## config.mk

```make
export PLATFORM = sky130hd
export DESIGN_NAME = jserial_alu
export DESIGN_NICKNAME = d
export VERILOG_FILES = /design/src/rtl/jserial_alu.sv
export SDC_FILE = /design/constraint.sdc
export NUM_CORES = 1
export LEC_CHECK = 0
export ABC_AREA = 1
export CORE_MARGIN = 2
export CORE_UTILIZATION = 40
export CTS_BUF_LIST = sky130_fd_sc_hd__clkbuf_2 sky130_fd_sc_hd__clkbuf_4 sky130_fd_sc_hd__clkbuf_8
export DETAILED_ROUTE_END_ITERATION = 6
export PLACE_DENSITY_LB_ADDON = 0.25
export SYNTH_ARGS = -nofsm -noshare
export SYNTH_HDL_FRONTEND = slang
export SYNTH_SLANG_ARGS = --single-unit
```

## constraint.sdc

```tcl
create_clock -name wclk -period 2.9 [get_ports wclk]
set_clock_uncertainty 0.2 [all_clocks]
set_input_delay 0.58 -clock wclk [delete_from_list [all_inputs] [get_ports wclk]]
set_output_delay 0.58 -clock wclk [all_outputs]
set_load 0.03 [all_outputs]
```

## src/rtl/jserial_alu.sv

```systemverilog
// jserial_alu: bit-serial add / unsigned-compare unit.
//
// One full-adder cell and one comparator cell are reused over WIDTH clock
// cycles. Operands are latched on an accepted start. Addition walks the bits
// LSB-first and compare walks them MSB-first. Results and flags are
// registered and are presented with a single-cycle done pulse.
//
// Ports:
//   wclk      in   1      clock, rising edge
//   wreset    in   1      synchronous, active-high reset
//   wstart    in   1      start request (accepted in IDLE, or on the DONE exit edge)
//   wop       in   1      0 = add, 1 = compare
//   wa, wb    in   WIDTH  operands
//   wci       in   1      carry-in for add
//   wsum      out  WIDTH  add: A+B+ci mod 2^WIDTH; compare: A xor B
//   wco       out  1      add carry-out (0 for compare)
//   weq       out  1      compare A == B (0 for add)
//   walarger  out  1      compare A > B unsigned (0 for add)
//   wzero     out  1      wsum == 0
//   wbusy     out  1      high while bits are being processed
//   wdone     out  1      single-cycle pulse, results valid
module jserial_alu #(
    parameter int WIDTH = 8
) (
    input  logic             wclk,
    input  logic             wreset,
    input  logic             wstart,
    input  logic             wop,
    input  logic [WIDTH-1:0] wa,
    input  logic [WIDTH-1:0] wb,
    input  logic             wci,
    output logic [WIDTH-1:0] wsum,
    output logic             wco,
    output logic             weq,
    output logic             walarger,
    output logic             wzero,
    output logic             wbusy,
    output logic             wdone
);

    localparam int CW = (WIDTH > 1) ? $clog2(WIDTH) : 1;
    localparam logic [CW-1:0] LAST = CW'(WIDTH - 1);

    typedef enum logic [1:0] {
        IDLE = 2'd0,
        RUN  = 2'd1,
        DONE = 2'd2
    } state_t;

    state_t           state;
    logic [WIDTH-1:0] a_q;
    logic [WIDTH-1:0] b_q;
    logic             op_q;
    logic             c_q;
    logic             eq_q;
    logic             al_q;
    logic [CW-1:0]    cnt;

    // Single-bit cell inputs and next-state values for the current bit.
    logic [CW-1:0]    idx;
    logic             abit;
    logic             bbit;
    logic [WIDTH-1:0] sum_nx;
    logic             c_nx;
    logic             eq_nx;
    logic             al_nx;

    always_comb begin
        // NOTE: every signal gets a default first so no path leaves it unassigned (no latch).
        sum_nx = wsum;
        c_nx   = c_q;
        eq_nx  = eq_q;
        al_nx  = al_q;
        // Compare walks from the MSB down; add walks from the LSB up.
        idx    = op_q ? (LAST - cnt) : cnt;
        abit   = a_q[idx];
        bbit   = b_q[idx];
        if (op_q) begin
            sum_nx[idx] = abit ^ bbit;
            // A is larger at the first differing bit (from the top) where A has the 1.
            al_nx       = al_q | (eq_q & abit & ~bbit);
            eq_nx       = eq_q & ~(abit ^ bbit);
        end else begin
            sum_nx[idx] = abit ^ bbit ^ c_q;
            c_nx        = (abit & bbit) | (c_q & (abit ^ bbit));
        end
    end

    always_ff @(posedge wclk) begin
        // NOTE: sequential state uses non-blocking assignments so every register samples pre-edge values.
        if (wreset) begin
            state    <= IDLE;
            a_q      <= '0;
            b_q      <= '0;
            op_q     <= 1'b0;
            c_q      <= 1'b0;
            eq_q     <= 1'b0;
            al_q     <= 1'b0;
            cnt      <= '0;
            wsum     <= '0;
            wco      <= 1'b0;
            weq      <= 1'b0;
            walarger <= 1'b0;
            wzero    <= 1'b0;
            wbusy    <= 1'b0;
            wdone    <= 1'b0;
        end else begin
            case (state)
                // The DONE exit edge also samples wstart, which gives back-to-back
                // operations one start every WIDTH+1 cycles.
                IDLE, DONE: begin
                    wdone <= 1'b0;
                    if (wstart) begin
                        state    <= RUN;
                        wbusy    <= 1'b1;
                        a_q      <= wa;
                        b_q      <= wb;
                        op_q     <= wop;
                        c_q      <= wop ? 1'b0 : wci;
                        eq_q     <= 1'b1;
                        al_q     <= 1'b0;
                        cnt      <= '0;
                        wsum     <= '0;
                        wco      <= 1'b0;
                        weq      <= 1'b0;
                        walarger <= 1'b0;
                        wzero    <= 1'b0;
                    end else begin
                        state <= IDLE;
                    end
                end
                RUN: begin
                    wsum <= sum_nx;
                    c_q  <= c_nx;
                    eq_q <= eq_nx;
                    al_q <= al_nx;
                    cnt  <= cnt + 1'b1;
                    if (cnt == LAST) begin
                        state    <= DONE;
                        wbusy    <= 1'b0;
                        wdone    <= 1'b1;
                        wco      <= ~op_q & c_nx;
                        weq      <= op_q & eq_nx;
                        walarger <= op_q & al_nx;
                        wzero    <= (sum_nx == '0);
                    end
                end
                default: state <= IDLE;
            endcase
        end
    end

endmodule

```

==> flow_summary.json <==
{
  "status": "finished, final reports clean",
  "worst-path-stages": 18,
  "layout-drive-gt1-share_pct": 11.9,
  "yosysUniqueCellTypes": 23,
  "hold_depth": 2,
  "num_antenna_cells": 0,
  "cpPeakStageDelay_ns": 0.45,
  "place_area_mm2": 0.00225,
  "antenna_found_initial": 0,
  "p_clk_share_pct": 33.5,
  "max_clock_freq_mhz": 381,
  "first_global_vias": 1556,
  "hold_start": "b_q[0]$_SDFFE_PP0P_",
  "grt_setup_unrepaired": "false",
  "die_height_um": 72.0,
  "hold_violations": 0,
  "arrival_ns": 2.66,
  "leakagePower_nw": 1.03,
  "ys_seq_elements": 39,
  "reg2reg_depth": 18,
  "clk_pin_slew_ns": 0.08,
  "max_cap_viol_count": 0,
  "cts_root_buf": "clkbuf_8",
  "hp-class": "reg -> reg",
  "overflow": 0,
  "syn_area_per_cell_um2": 7.15,
  "synth_seq_area_share_pct": 42.2,
  "drt_first_pass_iters": 4,
  "final_cell_mix": "58 x nand2_1, 36 x dfxtp_1, 34 x clkdlybuf4s50_1",
  "fin_setup_tns_ns": 0,
  "cts_tree": "built",
  "drc": 0,
  "clockBufferDepth": 2,
  "path_class": "reg -> reg",
  "postLayoutCellArea_mm2": 0.00242,
  "routed_wl_um": 4000,
  "drt_iter0_markers": 50,
  "vias": 1750,
  "end_kind": "flip-flop",
  "setup_violations": 0,
  "r2r-start": "op_q$_SDFFE_PP0P_",
  "initial_core_util_pct": 42.0,
  "period_needed_ns": 2.62,
  "synth.area.top_cells": "dfxtp_1 42%, nand2_1 12%, o21ai_0 7.3%",
  "core_area_mm2": 0.00441,
  "p_sw_share_pct": 29.9,
  "vias_per_cell": 4.94,
  "synth_nets": 284,
  "area_delta_synth_final_pct": 30.6,
  "insertion_delay_ns": 0.30,
  "postSynthCellCount": 259,
  "whs_endpoint": "b_q[0]$_SDFFE_PP0P_",
  "dieArea_mm2": 0.00519,
  "max-vdd-ir-drop_mv": 0.302,
  "grt_max_degree": 25,
  "dpl.hpwl_um": 3010,
  "synth.largest_area_cell": "dfxtp_1",
  "slowest_stage": "fa_1",
  "drt.antenna.violating_nets": 0,
  "cp_top_family": "simple AND/OR/NAND/NOR gates",
  "slew_headroom_pct": 79.3,
  "die_x_um": 72.0,
  "wl_per_cell_um": 11.3,
  "r2r_end": "wzero$_SDFFE_PP0P_",
  "critical_path.startpoint_type": "flip-flop",
  "crit_top_cell": "nand2_1",
  "cp_max_fo": 8,
  "hold_buffers": 0,
  "row_count": 24,
  "cts_buffers": 5,
  "io_buffers": 34,
  "comb_power_share_pct": 23.0,
  "maxSlewViolCount": 0,
  "p_switching_w": 0.000403,
  "layout_commonest_cell": "nand2_1",
  "p_int_w": 0.000946,
  "reg2reg_slack_ns": 0.28,
  "cp.required_ns": 2.93,
  "power_density_mw_per_mm2": 558,
  "grt_usage_pct": 17.0,
  "gp_congestion": 0.819,
  "path_buf_inv": 2,
  "timing_worst_slew_pin_value_ns": 0.310,
  "synth_top_area_share_pct": 42.2,
  "cts_num_sinks": 39,
  "ys_warn_count": 0,
  "fin_nets": 326,
  "grt_pass1_wl_um": 6910,
  "netlist_area_mm2": 0.00185,
  "period_share_pct": 90.5,
  "p_seq_share_pct": 43.5,
  "ios": 35,
  "path_cells": "inv_6 -> nand2_2 -> nand2_4 -> nand2_1 -> nand2_1 -> nand2_1 -> nand2_1 -> nand2_1 -> nand2_2 -> inv_1 -> fa_1 -> nand2_1 -> nand2_2 -> o21ai_1 -> nand2_1 -> nor2_1 -> nand3_1 -> a21oi_1",
  "htreeDepth": 2
}
## synthesized netlist by cell type
| library cell | count |
|---|---|
| nand2_4 | 4 |
| clkinv_1 | 1 |
| xnor2_4 | 1 |
| a211oi_1 | 1 |
| buf_6 | 1 |
| o21ai_0 | 27 |
| o21ai_1 | 5 |
| a21oi_1 | 18 |
| nor3b_1 | 1 |
| a32o_1 | 2 |
| o22ai_1 | 5 |
| fa_1 | 1 |
| nor2_1 | 31 |
| dfxtp_1 | 39 |
| inv_2 | 2 |
| nand3_1 | 21 |
| o21bai_2 | 1 |
| nand2_2 | 3 |
| inv_1 | 24 |
| nand2_1 | 61 |
| inv_6 | 1 |
| ha_1 | 3 |
| clkbuf_1 | 6 |
## metal layers
layer | vias up | wire length [um] | global-route usage, % | share of wire [%]
met5 | - | 0 | 0 | 0
met4 | 0 | 104 | 8.18 | 2.6
met3 | 11 | 157 | 4.31 | 3.9
met2 | 34 | 1860 | 27.0 | 46
met1 | 771 | 1880 | 21.5 | 47
li1 | 934 | - | - | -
## per-stage QoR
step / std cells / hold slack [ns] / power [W] / util, % / setup slack, ns
3_5_place_dp: 342 / 0.250 / 0.000888 / 51.0 / 0.0603
6_report: 354 / 0.255 / 0.00135 / 54.8 / 0.275
3_3_place_gp: 342 / 0.246 / 0.000884 / 51.0 / 0.132
5_1_grt: 354 / 0.297 / 0.00143 / 54.8 / 0.0254
2_1_floorplan: 259 / 0.230 / 0.000802 / - / 0.357
4_1_cts: 350 / 0.262 / 0.00134 / 53.6 / 0.0419
## cell families after synthesis
logic type                 share of synthesized area [%]
buffers and inverters                               7.77
AOI/OAI and AO/OA                                   17.3
and+or+nand+nor                                     28.2
adders and majority gates                           3.11
DFF                                                 42.2
xor gates and xnor gates                            1.49
## worst max path at each step
stage | startpoint | to | slack (ns)
4_1_cts | op_q$_SDFFE_PP0P_ | wzero$_SDFFE_PP0P_ | 0.04
2_1_floorplan | op_q$_SDFFE_PP0P_ | wzero$_SDFFE_PP0P_ | 0.36
3_3_place_gp | op_q$_SDFFE_PP0P_ | wzero$_SDFFE_PP0P_ | 0.13
5_1_grt | op_q$_SDFFE_PP0P_ | wzero$_SDFFE_PP0P_ | 0.03
3_5_place_dp | op_q$_SDFFE_PP0P_ | wzero$_SDFFE_PP0P_ | 0.06
6_report | op_q$_SDFFE_PP0P_ | wzero$_SDFFE_PP0P_ | 0.28
## worst min-delay path: stages, from the launching register on
cell and delay (ns):
dfxtp_1 0.30, inv_1 0.06, a21oi_1 0.05
## sequential cells by signal, summed over array words and instances (netlist names)
| name | flops |
|---|---|
| al_q | 1 |
| cnt | 3 |
| weq | 1 |
| state | 2 |
| wsum | 8 |
| wbusy | 1 |
| wdone | 1 |
| walarger | 1 |
| a_q | 8 |
| op_q | 1 |
| eq_q | 1 |
| wzero | 1 |
| c_q | 1 |
| wco | 1 |
| b_q | 8 |
## final cells by class
cell class	count	area, um2
sequential	39	790
tap	52	65.1
fill	439	2000
inverter	28	113
multi-input combinational	186	946
clock buffer	5	68.8
timing repair buffer	41	393
clock inverter	3	43.8
## timing repair
action	4_1_cts	5_1_grt
resized for setup	0	12
setup endpoints to repair	0	4
setup buffers	0	3
## power by group through the flow
| stage | logic, W | clock network, W | registers, W |
|---|---|---|---|
| after floorplan | 0.000197 | 0 | 0.000604 |
| after global placement | 0.000286 | 0 | 0.000599 |
| after global routing | 0.000351 | 0.000485 | 0.000592 |
| after CTS | 0.000291 | 0.000463 | 0.000586 |
| final | 0.000310 | 0.000451 | 0.000587 |
| after detailed placement | 0.000289 | 0 | 0.000599 |
Power figures use the tool's default switching activity.
